### src/rtl/simon_pkg.sv
// Shared definitions for the SIMON32/64 mixed-model datapath.
// Contents: word/round/key-word sizes, the z0 round-constant sequence,
// the controller state enum and 16-bit rotate helpers.
package simon_pkg;

    localparam int unsigned ROUNDS    = 32;
    localparam int unsigned WORD_W    = 16;
    localparam int unsigned KEY_WORDS = 4;

    // Bit-reverse so that bit i of Z0 holds z0[i] (literal below is written z0[0] first).
    function automatic logic [61:0] rev62(input logic [61:0] v);
        logic [61:0] r;
        for (int i = 0; i < 62; i++) begin
            r[i] = v[61-i];
        end
        return r;
    endfunction

    localparam logic [61:0] Z0 =
        rev62(62'b11111010001001010110000111001101111101000100101011000011100110);

    typedef enum logic [1:0] {
        ST_IDLE = 2'd0,
        ST_RUN  = 2'd1,
        ST_DONE = 2'd2
    } ctrl_state_t;

    // Rotate amount n must lie in 1..15.
    function automatic logic [WORD_W-1:0] rol16(input logic [WORD_W-1:0] v, input int unsigned n);
        return (v << n) | (v >> (WORD_W - n));
    endfunction

    function automatic logic [WORD_W-1:0] ror16(input logic [WORD_W-1:0] v, input int unsigned n);
        return (v >> n) | (v << (WORD_W - n));
    endfunction

endpackage

### src/rtl/key_expand_window.sv
// On-the-fly SIMON32/64 key expansion for one pass (purely combinational).
// Ports: window      k[base..base+3], window[0] = k[base]
//        base        index of window[0] in the full key schedule
//        round_keys  k[base..base+mixed_size-1] for the current pass
//        next_window k[base+mixed_size..base+mixed_size+3]
module key_expand_window
    import simon_pkg::*;
#(
    parameter int unsigned mixed_size = 8
) (
    input  logic [KEY_WORDS-1:0][WORD_W-1:0]    window,
    input  logic [5:0]                          base,
    output logic [mixed_size-1:0][WORD_W-1:0]   round_keys,
    output logic [KEY_WORDS-1:0][WORD_W-1:0]    next_window
);

    logic [mixed_size+KEY_WORDS-1:0][WORD_W-1:0] seq;
    logic [WORD_W-1:0]                           tmp;
    logic [5:0]                                  zidx;

    // seq[i] = k[base+i]; z0 index never exceeds 31, so no mod-62 wrap is needed.
    always_comb begin
        seq  = '0;
        tmp  = '0;
        zidx = '0;
        seq[KEY_WORDS-1:0] = window;
        for (int i = KEY_WORDS; i < int'(mixed_size + KEY_WORDS); i++) begin
            tmp    = ror16(seq[i-1], 3) ^ seq[i-3];
            zidx   = base + 6'(i - KEY_WORDS);
            seq[i] = ~seq[i-4] ^ tmp ^ ror16(tmp, 1) ^ {15'd0, Z0[zidx]} ^ 16'h0003;
        end
    end

    assign round_keys  = seq[mixed_size-1:0];
    assign next_window = seq[mixed_size+KEY_WORDS-1:mixed_size];

endmodule

### src/rtl/pipe_section.sv
// Unrolled chain of mixed_size SIMON32 rounds (purely combinational).
// Ports: state_in  [31:16]=x, [15:0]=y
//        key_in    one 16-bit round key per round, key_in[0] used first
//        state_out state after all mixed_size rounds
module pipe_section
    import simon_pkg::*;
#(
    parameter int unsigned mixed_size = 8
) (
    input  logic [2*WORD_W-1:0]                 state_in,
    input  logic [mixed_size-1:0][WORD_W-1:0]   key_in,
    output logic [2*WORD_W-1:0]                 state_out
);

    logic [mixed_size:0][WORD_W-1:0] xs;
    logic [mixed_size:0][WORD_W-1:0] ys;

    // Round: x' = y ^ f(x) ^ k, y' = x, f(x) = (x<<<1 & x<<<8) ^ x<<<2
    always_comb begin
        xs = '0;
        ys = '0;
        xs[0] = state_in[2*WORD_W-1:WORD_W];
        ys[0] = state_in[WORD_W-1:0];
        for (int j = 0; j < int'(mixed_size); j++) begin
            xs[j+1] = ys[j] ^ (rol16(xs[j], 1) & rol16(xs[j], 8)) ^ rol16(xs[j], 2) ^ key_in[j];
            ys[j+1] = xs[j];
        end
    end

    assign state_out = {xs[mixed_size], ys[mixed_size]};

endmodule

### src/rtl/simon_pipe_controller.sv
// Iterative SIMON32/64 sequencer: accepts a block and key, runs one
// pipe_section over 32/mixed_size passes while expanding round keys on the
// fly, then offers the ciphertext until the consumer takes it.
// Ports: clk, rst (sync, active high)
//        in_valid/in_ready + plaintext[31:0] ({x,y}), key[63:0] ({k3,k2,k1,k0})
//        out_valid/out_ready + ciphertext[31:0] ({x,y})
//        busy   high while passes are running
//        abort  only when SIMON_CTRL_ABORT_EN is defined: drop the operation
module simon_pipe_controller
    import simon_pkg::*;
#(
    parameter int unsigned mixed_size = 8
) (
    input  logic                    clk,
    input  logic                    rst,
    input  logic                    in_valid,
    output logic                    in_ready,
    input  logic [2*WORD_W-1:0]     plaintext,
    input  logic [KEY_WORDS*WORD_W-1:0] key,
    output logic                    out_valid,
    input  logic                    out_ready,
    output logic [2*WORD_W-1:0]     ciphertext,
`ifdef SIMON_CTRL_ABORT_EN
    input  logic                    abort,
`endif
    output logic                    busy
);

    localparam int unsigned N_PASS = ROUNDS / mixed_size;
    localparam int unsigned PCW    = (N_PASS > 1) ? $clog2(N_PASS) : 1;

    if (!(mixed_size == 1 || mixed_size == 2 || mixed_size == 4 ||
          mixed_size == 8 || mixed_size == 16 || mixed_size == 32)) begin : g_bad_size
        $fatal(1, "simon_pipe_controller: mixed_size must be 1, 2, 4, 8, 16 or 32");
    end

    ctrl_state_t                            state_q, state_d;
    logic [2*WORD_W-1:0]                    state_reg, state_reg_d;
    logic [KEY_WORDS-1:0][WORD_W-1:0]       win_q, win_d;
    logic [PCW-1:0]                         pass_cnt, pass_cnt_d;
    logic [2*WORD_W-1:0]                    ciphertext_d;
    logic                                   in_ready_d, out_valid_d, busy_d;

    logic                                   abort_c;
    logic [5:0]                             base_c;
    logic [mixed_size-1:0][WORD_W-1:0]      round_keys_c;
    logic [KEY_WORDS-1:0][WORD_W-1:0]       next_win_c;
    logic [2*WORD_W-1:0]                    pipe_out_c;

`ifdef SIMON_CTRL_ABORT_EN
    assign abort_c = abort;
`else
    assign abort_c = 1'b0;
`endif

    assign base_c = 6'(pass_cnt) * 6'(mixed_size);

    key_expand_window #(.mixed_size(mixed_size)) u_key_expand (
        .window      (win_q),
        .base        (base_c),
        .round_keys  (round_keys_c),
        .next_window (next_win_c)
    );

    pipe_section #(.mixed_size(mixed_size)) u_pipe (
        .state_in  (state_reg),
        .key_in    (round_keys_c),
        .state_out (pipe_out_c)
    );

    // Next-state and next-register values; handshake outputs follow the next state.
    always_comb begin
        state_d      = state_q;
        state_reg_d  = state_reg;
        win_d        = win_q;
        pass_cnt_d   = pass_cnt;
        ciphertext_d = ciphertext;

        unique case (state_q)
            ST_IDLE: begin
                if (in_valid && !abort_c) begin
                    state_reg_d = plaintext;
                    win_d       = key;
                    pass_cnt_d  = '0;
                    state_d     = ST_RUN;
                end
            end
            ST_RUN: begin
                if (abort_c) begin
                    state_reg_d = '0;
                    win_d       = '0;
                    state_d     = ST_IDLE;
                end else begin
                    state_reg_d = pipe_out_c;
                    win_d       = next_win_c;
                    pass_cnt_d  = pass_cnt + PCW'(1);
                    if (pass_cnt == PCW'(N_PASS - 1)) begin
                        ciphertext_d = pipe_out_c;
                        state_d      = ST_DONE;
                    end
                end
            end
            ST_DONE: begin
                if (abort_c) begin
                    state_reg_d = '0;
                    win_d       = '0;
                    state_d     = ST_IDLE;
                end else if (out_ready) begin
                    state_d = ST_IDLE;
                end
            end
            default: begin
                state_d = ST_IDLE;
            end
        endcase

        in_ready_d  = (state_d == ST_IDLE);
        busy_d      = (state_d == ST_RUN);
        out_valid_d = (state_d == ST_DONE);
    end

    // State and registered outputs.
    always_ff @(posedge clk) begin
        if (rst) begin
            state_q    <= ST_IDLE;
            state_reg  <= '0;
            win_q      <= '0;
            pass_cnt   <= '0;
            ciphertext <= '0;
            in_ready   <= 1'b1;
            out_valid  <= 1'b0;
            busy       <= 1'b0;
        end else begin
            state_q    <= state_d;
            state_reg  <= state_reg_d;
            win_q      <= win_d;
            pass_cnt   <= pass_cnt_d;
            ciphertext <= ciphertext_d;
            in_ready   <= in_ready_d;
            out_valid  <= out_valid_d;
            busy       <= busy_d;
        end
    end

endmodule
### config.mk
export PLATFORM = sky130hd
export DESIGN_NAME = simon_pipe_controller
export DESIGN_NICKNAME = d
export VERILOG_FILES = /design/src/rtl/simon_pkg.sv /design/src/rtl/key_expand_window.sv /design/src/rtl/pipe_section.sv /design/src/rtl/simon_pipe_controller.sv
export SDC_FILE = /design/constraint.sdc
export NUM_CORES = 1
export LEC_CHECK = 0
export BUFFER_PORTS_ARGS = -buffer_cell sky130_fd_sc_hd__buf_2
export CAP_MARGIN = 15
export CORE_ASPECT_RATIO = 1.5
export CORE_UTILIZATION = 48
export CTS_BUF_LIST = sky130_fd_sc_hd__clkbuf_8
export DETAILED_ROUTE_END_ITERATION = 7
export PLACE_DENSITY = 0.77
export SYNTH_ARGS = -nofsm -noshare
export SYNTH_HDL_FRONTEND = slang
export SYNTH_SLANG_ARGS = --single-unit
export TNS_END_PERCENT = 30
### constraint.sdc
create_clock -name clk -period 14.5 [get_ports clk]
set_clock_uncertainty 0.1 [all_clocks]
set_input_delay 3.625 -clock clk [delete_from_list [all_inputs] [get_ports clk]]
set_output_delay 3.625 -clock clk [all_outputs]
set_load 0.02 [all_outputs]
# [Word-level counts from Yosys, hierarchy flattened]
# Memory sizes are Yosys's and may differ from the RTL's.
# Index checks and enable logic that the tools add are counted.
[word_totals] n_memories=7 input_bits=100 word_cells=184 romBits=448 output_inout_bits=35 regBits=135
[op_classes] n_reduce_logical=5 n_bitwise=120 eq_ne=6 addsub=8 mux=19 magnitude_cmp=8
[memory_table] memory="(no name shown)" depth=64 word_bits=1 read_ports=1 rd_clocked_by_memory_dff=0 wr=0 line_no="key_expand_window.sv:30" text="seq[i] = ~seq[i-4] ^ tmp ^ ror16(tmp, 1) ^ {15'd0, Z0[zidx]} ^ 16'h0003;"
[memory_table] memory="(no name shown)" depth=64 word_bits=1 read_ports=1 rd_clocked_by_memory_dff=0 wr=0 line_no="key_expand_window.sv:30"
[memory_table] memory="(no name shown)" depth=64 word_bits=1 read_ports=1 rd_clocked_by_memory_dff=0 wr=0 line_no="key_expand_window.sv:30"
[memory_table] memory="(no name shown)" depth=64 word_bits=1 read_ports=1 rd_clocked_by_memory_dff=0 wr=0 line_no="key_expand_window.sv:30"
[memory_table] memory="(no name shown)" depth=64 word_bits=1 read_ports=1 rd_clocked_by_memory_dff=0 wr=0 line_no="key_expand_window.sv:30"
[memory_table] memory="(no name shown)" depth=64 word_bits=1 read_ports=1 rd_clocked_by_memory_dff=0 wr=0 line_no="key_expand_window.sv:30"
[memory_table] memory="+1 memories"
[ops] operator="$xor 16x16->16" count=48
[ops] operator="$and 16x16->16" count=8
[ops] operator="$not 16->16" count=8
[ops] operator="$or 13x16->16" count=8
[ops] operator="$or 15x16->16" count=8
[ops] operator="$or 16x1->16" count=8
[ops] operator="$or 16x2->16" count=8
[ops] operator="$or 16x8->16" count=8
[ops] operator="$pmux 64 s2" count=1
[ops] operator="$xor 16x1->16" count=8
[ops] operator="$mux 64" count=1
[ops] operator="$pmux 32 s2" count=1
[ops] operator="$lt 6x7->1 const B" count=7
[ops] operator="$mux 32" count=1
[ops] operator="$add 5x3->6 const B" count=4
[ops] operator="$not 2->2" count=8
[ops] operator="$add 5x2->6 const B" count=2
[ops] operator="$mux 1" count=8
[ops] operator="$mux 2" count=4
[ops] operator="$lt 5x7->1 const B" count=1
[ops] operator="$add 5x1->6 const B" count=1
[ops] operator="$eq 2x2->1 const B" count=3
[ops] operator="$pmux 2 s3" count=1
[ops] operator="$eq 2x1->1 const B" count=2
[ops] operator="7 further kinds" count=9

# [Logic depth before layout (Yosys ltp)]
# Gate-level depths: netlist of the first run.
[logic_depth] ltp_word=49 depth_mapped=19 ltp_nobuf=17

# [By module]
# From an unflattened synthesis of the first run, not the netlist that was laid out.
[hier_totals] hier_cells=2030 area_unflattened_um2=21190.3
[by_module_without_submodules] mod="key_expand_window" seq_area_each_um2=0.0 instances=1 area_each_um2=8563.2 cells_per_inst=846
[by_module_without_submodules] mod="pipe_section" seq_area_each_um2=0.0 instances=1 area_each_um2=7214.4 cells_per_inst=696
[by_module_without_submodules] mod="simon_pipe_controller" seq_area_each_um2=2702.6 instances=1 area_each_um2=5412.7 cells_per_inst=488

# [Worst setup path before layout of the first run]
# Ideal clock, no wire load.
[synth_timing] kind="register to register" from="reg state_reg[30]" to="reg state_reg[20]" stages_incl_launch_ff=16 path_buffers=0 path_slack_ns=9.424 setup_ns=0.103 t_arrival_ns=4.873 t_required_ns=14.297 period_less_slack_ns=5.076 path_cell_list="dfxtp_1 -> xor2_1 -> xnor3_2 -> xnor2_4 -> xnor3_1 -> or3_4 -> or3b_1 -> and2_1 -> xor2_1 -> xnor3_1 -> o31a_1 -> or2_2 -> xnor3_1 -> xnor2_1 -> and3_1 -> a2111oi_2"
[synth_via] elab_chain_len=41 word_cells_on_any_way=57 classes_between="mux (1); bitwise (56)"
[synth_lines] element="start: declaration" line_no="simon_pipe_controller.sv:38" text="logic [2*WORD_W-1:0] state_reg, state_reg_d;"
[synth_lines] element="start signal: assignment" line_no="simon_pipe_controller.sv:135" text="state_reg <= state_reg_d;"
[synth_lines] element="$or 16x8->16 or $or 16x1->16 (tied branches)" line_no="simon_pkg.sv:30" text="return (v << n) | (v >> (WORD_W - n));"
[synth_lines] element="$and 16x16->16" line_no="pipe_section.sv:25" text="xs[j+1] = ys[j] ^ (rol16(xs[j], 1) & rol16(xs[j], 8)) ^ rol16(xs[j], 2) ^ key_in[j];"
[synth_lines] element="$xor 16x16->16 (3 in a row)" line_no="pipe_section.sv:25"
[synth_lines] element="$or 16x8->16 or $or 16x1->16 (tied branches)" line_no="simon_pkg.sv:30"
[synth_lines] element="$and 16x16->16" line_no="pipe_section.sv:25"
[synth_lines] element="$xor 16x16->16 (3 in a row)" line_no="pipe_section.sv:25"
[synth_lines] element="$or 16x1->16 or $or 16x8->16 (tied branches)" line_no="simon_pkg.sv:30"
[synth_lines] element="$and 16x16->16" line_no="pipe_section.sv:25"
[synth_lines] element="[... 18 more ...]"
[synth_lines] element="$or 16x1->16 or $or 16x8->16 (tied branches)" line_no="simon_pkg.sv:30"
[synth_lines] element="$and 16x16->16" line_no="pipe_section.sv:25"
[synth_lines] element="$xor 16x16->16 (3 in a row)" line_no="pipe_section.sv:25"
[synth_lines] element="$or 16x1->16 or $or 16x8->16 (tied branches)" line_no="simon_pkg.sv:30"
[synth_lines] element="$and 16x16->16" line_no="pipe_section.sv:25"
[synth_lines] element="$xor 16x16->16" line_no="pipe_section.sv:25"
[synth_lines] element="$xor 16x16->16 * (2 in a row)" line_no="pipe_section.sv:25"
[synth_lines] element="$pmux 32 s2 *" line_no="simon_pipe_controller.sv:79" text="unique case (state_q)"
# Every way passes the cells marked *; elsewhere a longest branch is shown, timed or not.
# A chain may end at the register's enable or synchronous reset.

# [Worst setup path in the final report of the first run]
[layout_timing] from="reg state_reg[23]" to="reg state_reg[25]"
[layout_via] elab_chain_len=41 word_cells_on_any_way=57 classes_between="mux (1); bitwise (56)"
[layout_lines] element="$or 16x8->16 or $or 16x1->16 (tied branches)" line_no="simon_pkg.sv:30"
[layout_lines] element="$and 16x16->16" line_no="pipe_section.sv:25"
[layout_lines] element="$xor 16x16->16 (3 in a row)" line_no="pipe_section.sv:25"
[layout_lines] element="$or 16x8->16 or $or 16x1->16 (tied branches)" line_no="simon_pkg.sv:30"
[layout_lines] element="$and 16x16->16" line_no="pipe_section.sv:25"
[layout_lines] element="$xor 16x16->16 (3 in a row)" line_no="pipe_section.sv:25"
[layout_lines] element="$or 16x8->16 or $or 16x1->16 (tied branches)" line_no="simon_pkg.sv:30"
[layout_lines] element="$and 16x16->16" line_no="pipe_section.sv:25"
[layout_lines] element="[... 18 more ...]"
[layout_lines] element="$or 16x1->16 or $or 16x8->16 (tied branches)" line_no="simon_pkg.sv:30"
[layout_lines] element="$and 16x16->16" line_no="pipe_section.sv:25"
[layout_lines] element="$xor 16x16->16 (3 in a row)" line_no="pipe_section.sv:25"
[layout_lines] element="$or 16x1->16 or $or 16x8->16 (tied branches)" line_no="simon_pkg.sv:30"
[layout_lines] element="$and 16x16->16" line_no="pipe_section.sv:25"
[layout_lines] element="$xor 16x16->16" line_no="pipe_section.sv:25"
[layout_lines] element="$xor 16x16->16 * (2 in a row)" line_no="pipe_section.sv:25"
[layout_lines] element="$pmux 32 s2 *" line_no="simon_pipe_controller.sv:79"
# Marks and branches as above.

==> out/results.md, run 1 <==
## Critical path
- XOR/XNOR gates — Top Family by Delay on Critical Path
- sky130_fd_sc_hd__xor2_1 — Critical Path Slowest Stage Cell
- flop — startpoint type of the worst setup path
- 13 — peak fanout along the critical path
- 0.91 ns — CP peak stage delay
- state_reg[23] — RR Startpoint
- 16 — FF-to-FF path depth
- 0 — crit path buf inv count
- flop — type of destination of the critical path
- 6.53 ns — reg2reg setup slack
- 8.20 ns — signal arrival time at the worst endpoint
- reg -> reg — classification of the worst setup path
- state_reg[25] — reg-to-reg endpoint
- xor2_1 > xnor3_1 > xnor2_2 > xor2_1 > nor4_1 > o31ai_1 > and3_1 > or2_0 > nor4_1 > nor4_1 > nand3b_1 > a21oi_1 > xor2_1 > xnor2_1 > xnor2_1 > a211oi_1 — cells along the critical path
- 14.73 ns — required time reported for the critical path endpoint

## Run status
- finished, final reports clean — outcome

## Drt
- 1786 — initial DRC count
- 34.59 um — routed wirelength normalized by instance count
- 6 — length of the first detailed-routing pass in iterations
- 0 — number of remaining DRC errors
- 15756 — via count
- 0 — antenna-violating nets left
- 6.353 — via/cell ratio
- 85790 um — final WL

## Place
- 1.113 — gp weighted congestion
- 18610 um2 — dpl cell area
- 69410 um — half-perimeter wire length of the detailed placement result
- 134 — PortBufs
- 2438 — Inst Count DP

## Global routing
- 116700 um — wire length of the first global-routing pass
- 46.61% — Tot GR Track Use
- 15254 — vias in the first global route
- 0 — overflow left after global routing
- 4 — number of antenna violations at the first check in global routing
- 85 — pin count of the biggest net entering global routing

## CTS
- 4 — count of H-tree levels built during CTS
- 17 — CTS Buf Count
- 0.09 ns — clock transition at the registers of the reported paths
- 135 — total number of clock tree sinks
- 0.50 ns — clock insertion delay at the later pin of the skew report
- sky130_fd_sc_hd__clkbuf_8 — Root Buffer
- 2 — maximum clock path buffer count
- 0 — total of cells resized after clock tree synthesis
- done — CTS tree
- 0 — cts-stage hold buffer count
- 0 — Post CTS Setup Buffer Count

## Timing
- 54.97% — post-route clock period utilization
- 7.971 ns — post-layout minimum cycle time
- 1.150 ns — transition at the pin with the smallest max-transition slack
- 0 ns — Post-Route Setup TNS
- false — RSZ-0062 raised after global routing
- 0 — # setup viols final
- 0.1255 GHz — Max Clock Freq
- 0 — final hold violations
- 0 — final-report max-slew violation count
- 23.22% — max-slew headroom at the worst pin

## Layout
- 2480 — number of cells in the finished layout apart from fillers
- 19090 um2 — post-route cell area
- 3488 — filler instances
- 9.336% — relative area change from synthesis to final layout
- 2089 — layout net count
- 16.76% — proportion of layout cells with a drive suffix above 1
- 64 — number of flip-flops under the largest register name

## Floorplan
- 135 — I/O pin count
- 37160 um2 — die outline area
- 85 — Rows
- 48.72% — starting density of the core
- 235.6 um — chip height
- 157.7 um — die width
- 35840 um2 — total core area

## Yosys
- 15.48% — sequential fraction of the synthesis area
- 17460 um2 — synthesized area
- 0 — number of flops mapped to enable cells by yosys
- sky130_fd_sc_hd__xnor2_1 — most area-hungry cell type in the Yosys netlist
- 23.87% — proportion of netlist area held by the largest area contributor
- sky130_fd_sc_hd__xnor2_1 (24%), sky130_fd_sc_hd__dfxtp_1 (15%), sky130_fd_sc_hd__xnor3_1 (12%) — top cells by area, synth
- 95 — number of library cell types mapped by synthesis
- 1892 — Post-Synthesis Cells
- sky130_fd_sc_hd__xnor2_1 — top-count cell post-synth
- sky130_fd_sc_hd__xnor2_1 (476), sky130_fd_sc_hd__xor2_1 (183), sky130_fd_sc_hd__nor2_1 (163) — commonest cells in the synthesized netlist
- 0 — number of warnings issued by yosys
- 135 — total of flip-flops plus latches after synthesis
- 9.230 um2 — Avg Inst Size Synth
- 0% — FFs w/ async S/R, synth
- sky130_fd_sc_hd__dfxtp_1 — leading register cell type out of synthesis
- 1995 — Net Count, Synth

## Hold path
- 2 — cell count of the worst hold path
- reg -> reg — kind of path behind the tightest hold check
- ciphertext[5] — sink of the worst hold path
- ciphertext[5] — Worst Hold Launch

## Flow run
- 0 — count of maximum capacitance violations

==> per-stage QoR <==
stage	utilization, %	hold WS [ns]	setup WS, ns
after floorplan	-	0.3542	9.424
after global placement	51.91	0.3429	6.881
after detailed placement	51.93	0.3511	6.940
after CTS	53.08	0.3642	6.865
after global routing	53.27	0.3848	6.567
final	53.27	0.3623	6.529
==> metal layers <==
| metal | GRT usage, % | routed length, um |
|---|---|---|
| met1 | 51.02 | 29150 |
| met3 | 7.916 | 6714 |
| met5 | 0 | 11 |
| met2 | 74.90 | 39510 |
| met4 | 45.01 | 10410 |
==> kinds of logic (layout without fill, tap and decap cells) <==
| kind of cell | Yosys count | after routing | synth area share, % |
|---|---|---|---|
| buffers and inverters | 113 | 220 | 2.672 |
| AO/OA/AOI/OAI | 297 | 297 | 12.91 |
| AND/OR/NAND/NOR | 502 | 502 | 13.99 |
| flip-flops | 135 | 135 | 15.48 |
| other | 0 | 3 | 0 |
| XOR/XNOR | 836 | 836 | 54.39 |
| multiplexers | 6 | 6 | 0.3511 |
| adder cells (fa/ha/maj) | 3 | 3 | 0.2150 |
==> worst max-delay path by stage <==
stage / start / end / slack [ns] / depth (start not counted)
after floorplan: state_reg[30] / state_reg[20] / 9.42 / 15
after global placement: state_reg[21] / state_reg[25] / 6.88 / 16
after detailed placement: state_reg[23] / ciphertext[25] / 6.94 / 16
after CTS: state_reg[23] / state_reg[25] / 6.86 / 16
after global routing: state_reg[23] / state_reg[25] / 6.57 / 16
final: state_reg[23] / state_reg[25] / 6.53 / 16
==> area by class of cell <==
class	instances	area, um2	area share (%)
multi-input combinational	1644	14330	75.03
sequential	135	2703	14.15
timing repair buffer	177	1006	5.269
tap	478	598.1	3.132
clock buffer	18	247.7	1.298
clock inverter	14	163.9	0.8585
inverter	11	41.29	0.2163
antenna	3	7.507	0.03932
==> layout by cell type (no fill, tap or decap), drive strengths merged, types with 34 or more instances in the layout <==
| cell type | count |
|---|---|
| nor2 | 167 |
| xor2 | 196 |
| xnor2 | 522 |
| xnor3 | 101 |
| dfxtp | 135 |
| o22ai | 34 |
| buf | 176 |
| a211oi | 84 |
| a21oi | 39 |
| nand2 | 144 |
==> worst register-to-register path, stage by stage, from the launching register on <==
cell and delay [ns]:
sky130_fd_sc_hd__dfxtp_1 0.60, sky130_fd_sc_hd__xor2_1 0.28, sky130_fd_sc_hd__xnor3_1 0.56, sky130_fd_sc_hd__xnor2_2 0.38, sky130_fd_sc_hd__xor2_1 0.91, sky130_fd_sc_hd__nor4_1 0.14, sky130_fd_sc_hd__o31ai_1 0.46, sky130_fd_sc_hd__and3_1 0.27
sky130_fd_sc_hd__or2_0 0.66, sky130_fd_sc_hd__nor4_1 0.12, sky130_fd_sc_hd__nor4_1 0.75, sky130_fd_sc_hd__nand3b_1 0.26, sky130_fd_sc_hd__a21oi_1 0.30, sky130_fd_sc_hd__xor2_1 0.91, sky130_fd_sc_hd__xnor2_1 0.22, sky130_fd_sc_hd__xnor2_1 0.72
sky130_fd_sc_hd__a211oi_1 0.17
Power of run 1 is left out: the tool's default activity adds up to more than one toggle a clock period on the data nets, which glitch-free logic cannot reach.
==> run 2, diff against run 1 <==
==> constraint.sdc (replaced) <==
create_clock -name clk -period 7.9 [get_ports clk]
set_clock_uncertainty 0.1 [all_clocks]
set_input_delay 1.975 -clock clk [delete_from_list [all_inputs] [get_ports clk]]
set_output_delay 1.975 -clock clk [all_outputs]
set_load 0.02 [all_outputs]
==> run 2 against run 1 <==
  * Count of clock-buffer cells in the layout shrank 1
  * Die area unchanged
  * Final cell count is 1.6% higher
  * Non-clock buffer count rose by 43
  * Via count hardly changed
  * Design area increased by 1.5%
  * First-iteration DRC count grew 4.9%
==> out/results.md, run 2 (synthesis results as in run 1) <==
## CTS
- sky130_fd_sc_hd__clkbuf_8 — Root Buffer, unchanged
- 17 — CTS Buf Count, unchanged
- 135 — total number of clock tree sinks, unchanged
- 4 — count of H-tree levels built during CTS, unchanged
- 0 — total of cells resized after clock tree synthesis, unchanged
- 0 — Post CTS Setup Buffer Count, unchanged
- 2 — maximum clock path buffer count, unchanged
- done — CTS tree, unchanged
- 0.49 ns — clock insertion delay at the later pin of the skew report, was 0.50 ns
- 0.09 ns — clock transition at the registers of the reported paths, about the same
- 0 — cts-stage hold buffer count, unchanged

## Hold path
- ciphertext[4] — sink of the worst hold path, was ciphertext[5]
- ciphertext[4] — Worst Hold Launch, was ciphertext[5]
- reg -> reg — kind of path behind the tightest hold check, unchanged
- 2 — cell count of the worst hold path, unchanged

## Global routing
- 3 — number of antenna violations at the first check in global routing, was 4
- 15184 — vias in the first global route, was 15254
- 0 — overflow left after global routing, unchanged
- 88 — pin count of the biggest net entering global routing, was 85
- 47.50% — Tot GR Track Use, was 46.61%
- 118600 um — wire length of the first global-routing pass, was 116700 um

## Layout
- 0 — antenna diode instance count, was 3
- 18.51% — proportion of layout cells with a drive suffix above 1, was 16.76%
- 54.05% — final core utilization, was 53.27%
- 10.93% — relative area change from synthesis to final layout, was 9.336%
- 2132 — layout net count, was 2089
- 64 — number of flip-flops under the largest register name, unchanged
- sky130_fd_sc_hd__xnor2_1 (474), sky130_fd_sc_hd__xor2_1 (183), sky130_fd_sc_hd__nor2_1 (160), sky130_fd_sc_hd__nand2_1 (140), sky130_fd_sc_hd__dfxtp_1 (135) — commonest non-fill, non-tap cells in the layout, unchanged
- sky130_fd_sc_hd__xnor2_1 — most frequent standard cell in the layout excluding fill and tap cells, unchanged

## Critical path
- 8.11 ns — required time reported for the critical path endpoint, was 14.73 ns
- reg -> reg — classification of the worst setup path, unchanged
- 16 — FF-to-FF path depth, unchanged
- 0.17 ns — reg2reg setup slack, was 6.53 ns
- 1 — crit path buf inv count, was 0
- state_reg[26] — reg-to-reg endpoint, was state_reg[25]
- 11 — peak fanout along the critical path, was 13
- sky130_fd_sc_hd__xor2_1 — CP most frequent cell
- 7.94 ns — signal arrival time at the worst endpoint, was 8.20 ns
- state_reg[24] — RR Startpoint, was state_reg[23]
- sky130_fd_sc_hd__xor2_1 — Critical Path Slowest Stage Cell, unchanged
- 16 — Stages on worst setup path, unchanged
- flop — startpoint type of the worst setup path, unchanged
- 0.91 ns — CP peak stage delay, about the same
- flop — type of destination of the critical path, unchanged
- xor2_1 > xnor3_1 > nand2_1 > xor2_1 > buf_4 > nor2_1 > xnor3_1 > xor2_1 > nor2_1 > xnor3_1 > xor2_2 > nand3_2 > xnor2_2 > nor2_1 > xor2_1 > a211oi_1 — cells along the critical path, was xor2_1 > xnor3_1 > xnor2_2 > xor2_1 > nor4_1 > o31ai_1 > and3_1 > or2_0 > nor4_1 > nor4_1 > nand3b_1 > a21oi_1 > xor2_1 > xnor2_1 > xnor2_1 > a211oi_1
- XOR/XNOR gates — Top Family by Delay on Critical Path, unchanged

## Timing
- false — RSZ-0062 raised after global routing, unchanged
- 7.733 ns — post-layout minimum cycle time, was 7.971 ns
- 0.1293 GHz — Max Clock Freq, was 0.1255 GHz
- 0 — final hold violations, unchanged
- 17.89% — max-slew headroom at the worst pin, was 23.22%
- 0 ns — Post-Route Setup TNS, unchanged
- 0 — # setup viols final, unchanged
- 97.89% — post-route clock period utilization, was 54.97%
- 0.3589 ns — hold slack, was 0.3623 ns
- 1.223 ns — transition at the pin with the smallest max-transition slack, was 1.150 ns
- 0 — final-report max-slew violation count, unchanged

## Floorplan
- 37160 um2 — die outline area, unchanged
- 235.6 um — chip height, unchanged
- 48.72% — starting density of the core, unchanged
- 85 — Rows, unchanged
- 157.7 um — die width, unchanged
- 135 — I/O pin count, unchanged
- 35840 um2 — total core area, unchanged

## Drt
- 6.248 — via/cell ratio, was 6.353
- 1873 — initial DRC count, was 1786
- 0 — number of remaining DRC errors, unchanged
- 86940 um — final WL, was 85790 um
- 0 — antenna-violating nets left, unchanged
- 34.50 um — routed wirelength normalized by instance count, was 34.59 um
- 15744 — via count, was 15756
- 8 — length of the first detailed-routing pass in iterations, was 6

## Place
- 134 — PortBufs, unchanged
- 70280 um — half-perimeter wire length of the detailed placement result, was 69410 um
- 1.056 — gp weighted congestion, was 1.113

## Run status
- finished, final reports clean — outcome, unchanged

## Flow run
- 0 — count of maximum capacitance violations, unchanged

==> run 2: how the worst max path moves through the flow <==
stage	from	end
after detailed placement	state_reg[16]	state_reg[26]
final	state_reg[24]	state_reg[26]
after CTS	state_reg[16]	state_reg[26]
after floorplan	state_reg[30]	state_reg[20]
after global placement	state_reg[25]	state_reg[26]
after global routing	state_reg[16]	state_reg[26]
==> run 2: final cells by class <==
class	count	area, um2
flip-flops and latches	135	2703
fillers	3453	16470
clock buffers	17	234.0
well taps	478	598.1
multi-input cells	1644	14340
clock inverters	15	138.9
repair buffers	220	1319
inverters	11	41.29
==> run 2: worst reg2reg max path, cell delays in order (launching register included) <==
cell and delay (ns):
sky130_fd_sc_hd__dfxtp_1 0.76, sky130_fd_sc_hd__xor2_1 0.21, sky130_fd_sc_hd__xnor3_1 0.63, sky130_fd_sc_hd__nand2_1 0.20, sky130_fd_sc_hd__xor2_1 0.20, sky130_fd_sc_hd__buf_4 0.20
sky130_fd_sc_hd__nor2_1 0.47, sky130_fd_sc_hd__xnor3_1 0.52, sky130_fd_sc_hd__xor2_1 0.92, sky130_fd_sc_hd__nor2_1 0.32, sky130_fd_sc_hd__xnor3_1 0.46, sky130_fd_sc_hd__xor2_2 0.44
sky130_fd_sc_hd__nand3_2 0.18, sky130_fd_sc_hd__xnor2_2 0.87, sky130_fd_sc_hd__nor2_1 0.21, sky130_fd_sc_hd__xor2_1 0.61, sky130_fd_sc_hd__a211oi_1 0.25
==> run 2: through the flow <==
step           std cells  area [um2]  worst slack [ns]
2_1_floorplan       1892       17460             2.824
3_3_place_gp        2487       18980            0.6157
3_5_place_dp        2487       18980            0.6159
4_1_cts             2519       19350            0.6052
5_1_grt             2520       19370            0.2248
6_report            2520       19370            0.1668
==> run 2: layer usage <==
metal  global-route usage (%)  wire (um)
met5                        0         23
met4                    46.28      10460
met3                    11.16       7655
met2                    75.41      39990
met1                    50.67      28810
Power of run 2 is left out for the same reason.
==> run 3, diff against run 2 <==
--- a/config.mk
+++ b/config.mk
@@ -8,6 +8,7 @@
 export BUFFER_PORTS_ARGS = -buffer_cell sky130_fd_sc_hd__buf_2
 export CAP_MARGIN = 15
 export CORE_ASPECT_RATIO = 1.5
+export CORE_MARGIN = 3
 export CORE_UTILIZATION = 48
 export CTS_BUF_LIST = sky130_fd_sc_hd__clkbuf_8
 export DETAILED_ROUTE_END_ITERATION = 7
==> constraint.sdc (replaced) <==
create_clock -name clk -period 9.5 [get_ports clk]
set_clock_uncertainty 0.1 [all_clocks]
set_input_delay 2.375 -clock clk [delete_from_list [all_inputs] [get_ports clk]]
set_output_delay 2.375 -clock clk [all_outputs]
set_load 0.02 [all_outputs]
==> run 3 against run 2 <==
  * Final cell count decreased by 2.0%
  * First-iteration DRC count decreased by 7.5%
  * Sequential share of layout area increased by 0.23 points
  * Setup slack improved by 1.6 ns
  * Worst hold slack about the same
  * Non-clock buffer count decreased by 49
  * Fmax decreased by 0.41%
  * Wire length decreased by 7.2%
  * Flip-flop and latch count unchanged
  * Via count increased by 0.65%
  * Largest cell class unchanged
==> out/results.md, run 3 (synthesis results as in run 1) <==
## Place
- 1.180 — gp weighted congestion, was 1.056
- 2.130 ns — worst setup slack after placement, was 0.6159 ns
- 2434 — Inst Count DP, was 2487
- 65240 um — half-perimeter wire length of the detailed placement result, was 70280 um
- 134 — PortBufs, unchanged

## Layout
- 9.121% — relative area change from synthesis to final layout, was 10.93%
- 64 — number of flip-flops under the largest register name, unchanged
- 16.26% — proportion of layout cells with a drive suffix above 1, was 18.51%
- 2703 um2 — area occupied by registers, unchanged
- 2469 — number of cells in the finished layout apart from fillers, was 2520
- sky130_fd_sc_hd__xnor2_1 (476), sky130_fd_sc_hd__xor2_1 (183), sky130_fd_sc_hd__nor2_1 (161), sky130_fd_sc_hd__nand2_1 (141), sky130_fd_sc_hd__dfxtp_1 (135) — commonest non-fill, non-tap cells in the layout, was sky130_fd_sc_hd__xnor2_1 (474), sky130_fd_sc_hd__xor2_1 (183), sky130_fd_sc_hd__nor2_1 (160), sky130_fd_sc_hd__nand2_1 (140), sky130_fd_sc_hd__dfxtp_1 (135)
- sky130_fd_sc_hd__xnor2_1 — most frequent standard cell in the layout excluding fill and tap cells, unchanged
- 14310 um2 — total area of multi-input combinational cells, was 14340 um2
- 2083 — layout net count, was 2132
- 3406 — filler instances, was 3453

## Drt
- 32.69 um — routed wirelength normalized by instance count, was 34.50 um
- 15846 — via count, was 15744
- 80700 um — final WL, was 86940 um
- 0 — antenna-violating nets left, unchanged
- 1732 — initial DRC count, was 1873
- 0 — number of remaining DRC errors, unchanged
- 6 — length of the first detailed-routing pass in iterations, was 8
- 6.418 — via/cell ratio, was 6.248

## Global routing
- 15081 — vias in the first global route, was 15184
- 0 — overflow left after global routing, unchanged
- 40.71% — Tot GR Track Use, was 47.50%
- 4 — number of antenna violations at the first check in global routing, was 3
- 110700 um — wire length of the first global-routing pass, was 118600 um
- 94 — pin count of the biggest net entering global routing, was 88

## Critical path
- 7.99 ns — signal arrival time at the worst endpoint, was 7.94 ns
- flop — startpoint type of the worst setup path, unchanged
- 9.72 ns — required time reported for the critical path endpoint, was 8.11 ns
- flop — type of destination of the critical path, unchanged
- 13 — peak fanout along the critical path, was 11
- reg -> reg — classification of the worst setup path, unchanged

## Floorplan
- 161.7 um — die width, was 157.7 um
- 35520 um2 — total core area, was 35840 um2
- 135 — I/O pin count, unchanged
- 239.6 um — chip height, was 235.6 um
- 84 — Rows, was 85
- 49.16% — starting density of the core, was 48.72%
- 38750 um2 — die outline area, was 37160 um2

## Hold path
- reg -> reg — kind of path behind the tightest hold check, unchanged

## Timing
- 7.765 ns — post-layout minimum cycle time, was 7.733 ns
- false — RSZ-0062 raised after global routing, unchanged
- 0 ns — Post-Route Setup TNS, unchanged
- 0.1288 GHz — Max Clock Freq, was 0.1293 GHz
- 0 — # setup viols final, unchanged
- 81.74% — post-route clock period utilization, was 97.89%
- 5.396% — max-slew headroom at the worst pin, was 17.89%
- 0 — final hold violations, unchanged
- 1.409 ns — transition at the pin with the smallest max-transition slack, was 1.223 ns
- 0 — final-report max-slew violation count, unchanged
- 1.735 ns — final setup slack of the worst path, was 0.1668 ns

## CTS
- 17 — CTS Buf Count, unchanged
- 0 — Post CTS Setup Buffer Count, unchanged
- 0 — total of cells resized after clock tree synthesis, unchanged
- 2 — maximum clock path buffer count, unchanged
- done — CTS tree, unchanged
- sky130_fd_sc_hd__clkbuf_8 — Root Buffer, unchanged
- 0.50 ns — clock insertion delay at the later pin of the skew report, was 0.49 ns
- 4 — count of H-tree levels built during CTS, unchanged
- 135 — total number of clock tree sinks, unchanged
- 0.09 ns — clock transition at the registers of the reported paths, about the same
- 0 — cts-stage hold buffer count, unchanged

## Flow run
- 0 — count of maximum capacitance violations, unchanged

## Run status
- finished, final reports clean — outcome, unchanged

==> run 3: cell types whose count changed in the layout (fill, tap and decap cells not counted), moves of 2 or more <==
cell and change:
sky130_fd_sc_hd__buf_4 -49, sky130_fd_sc_hd__inv_6 -4, sky130_fd_sc_hd__bufinv_16 +3, sky130_fd_sc_hd__diode_2 +3, sky130_fd_sc_hd__xnor2_1 +2, sky130_fd_sc_hd__xnor2_2 -2
==> run 3: layout make-up <==
type,instances,area share (%)
Antenna cell,3,0.03940
Clock buffer,17,1.228
Timing Repair Buffer,171,5.095
Clock inverter,15,1.057
Sequential cell,135,14.18
Tap cell,473,3.106
Inverter,11,0.2167
Multi-Input combinational cell,1644,75.08
==> run 3: final timing paths <==
check                      start             end  slack, ns  cells past startpoint
setup reg to reg   state_reg[25]  ciphertext[25]       1.74                     16
hold reg to reg   ciphertext[11]  ciphertext[11]       0.36                      2
setup / recovery   state_reg[25]  ciphertext[25]       1.74                     16
hold / removal    ciphertext[11]  ciphertext[11]       0.36                      2
==> run 3: critical path: stages, from the launching register on <==
cell and delay (ns):
sky130_fd_sc_hd__dfxtp_1 0.55, sky130_fd_sc_hd__nand2_1 0.15, sky130_fd_sc_hd__xnor3_1 0.51, sky130_fd_sc_hd__xnor2_1 0.34, sky130_fd_sc_hd__xor2_1 0.98, sky130_fd_sc_hd__nor2_1 0.34
sky130_fd_sc_hd__xnor3_1 0.49, sky130_fd_sc_hd__a21oi_1 0.23, sky130_fd_sc_hd__or2_0 0.66, sky130_fd_sc_hd__nor4_1 0.13, sky130_fd_sc_hd__nor4_1 0.61, sky130_fd_sc_hd__nand3b_1 0.27
sky130_fd_sc_hd__a21oi_1 0.29, sky130_fd_sc_hd__xor2_1 0.95, sky130_fd_sc_hd__xnor2_1 0.29, sky130_fd_sc_hd__xnor2_1 0.53, sky130_fd_sc_hd__a211oi_1 0.15
==> run 3: routing by layer <==
layer | part of all wire [%] | GRT usage, % | up-vias
met5 | 0 | 0 | -
met4 | 13 | 39.27 | 0
met3 | 9.3 | 7.837 | 390
met2 | 45 | 65.54 | 1146
met1 | 33 | 44.38 | 7606
li1 | - | - | 6704
==> run 3: through the flow <==
step | util [%] | area, um2 | hold WS [ns]
floorplan | - | 17460 | 0.3542
global placement | 52.25 | 18560 | 0.3448
detailed placement | 52.40 | 18610 | 0.3484
CTS | 53.62 | 19050 | 0.3608
global route | 53.63 | 19050 | 0.3821
finish | 53.64 | 19060 | 0.3588
Power of run 3 is left out for the same reason.
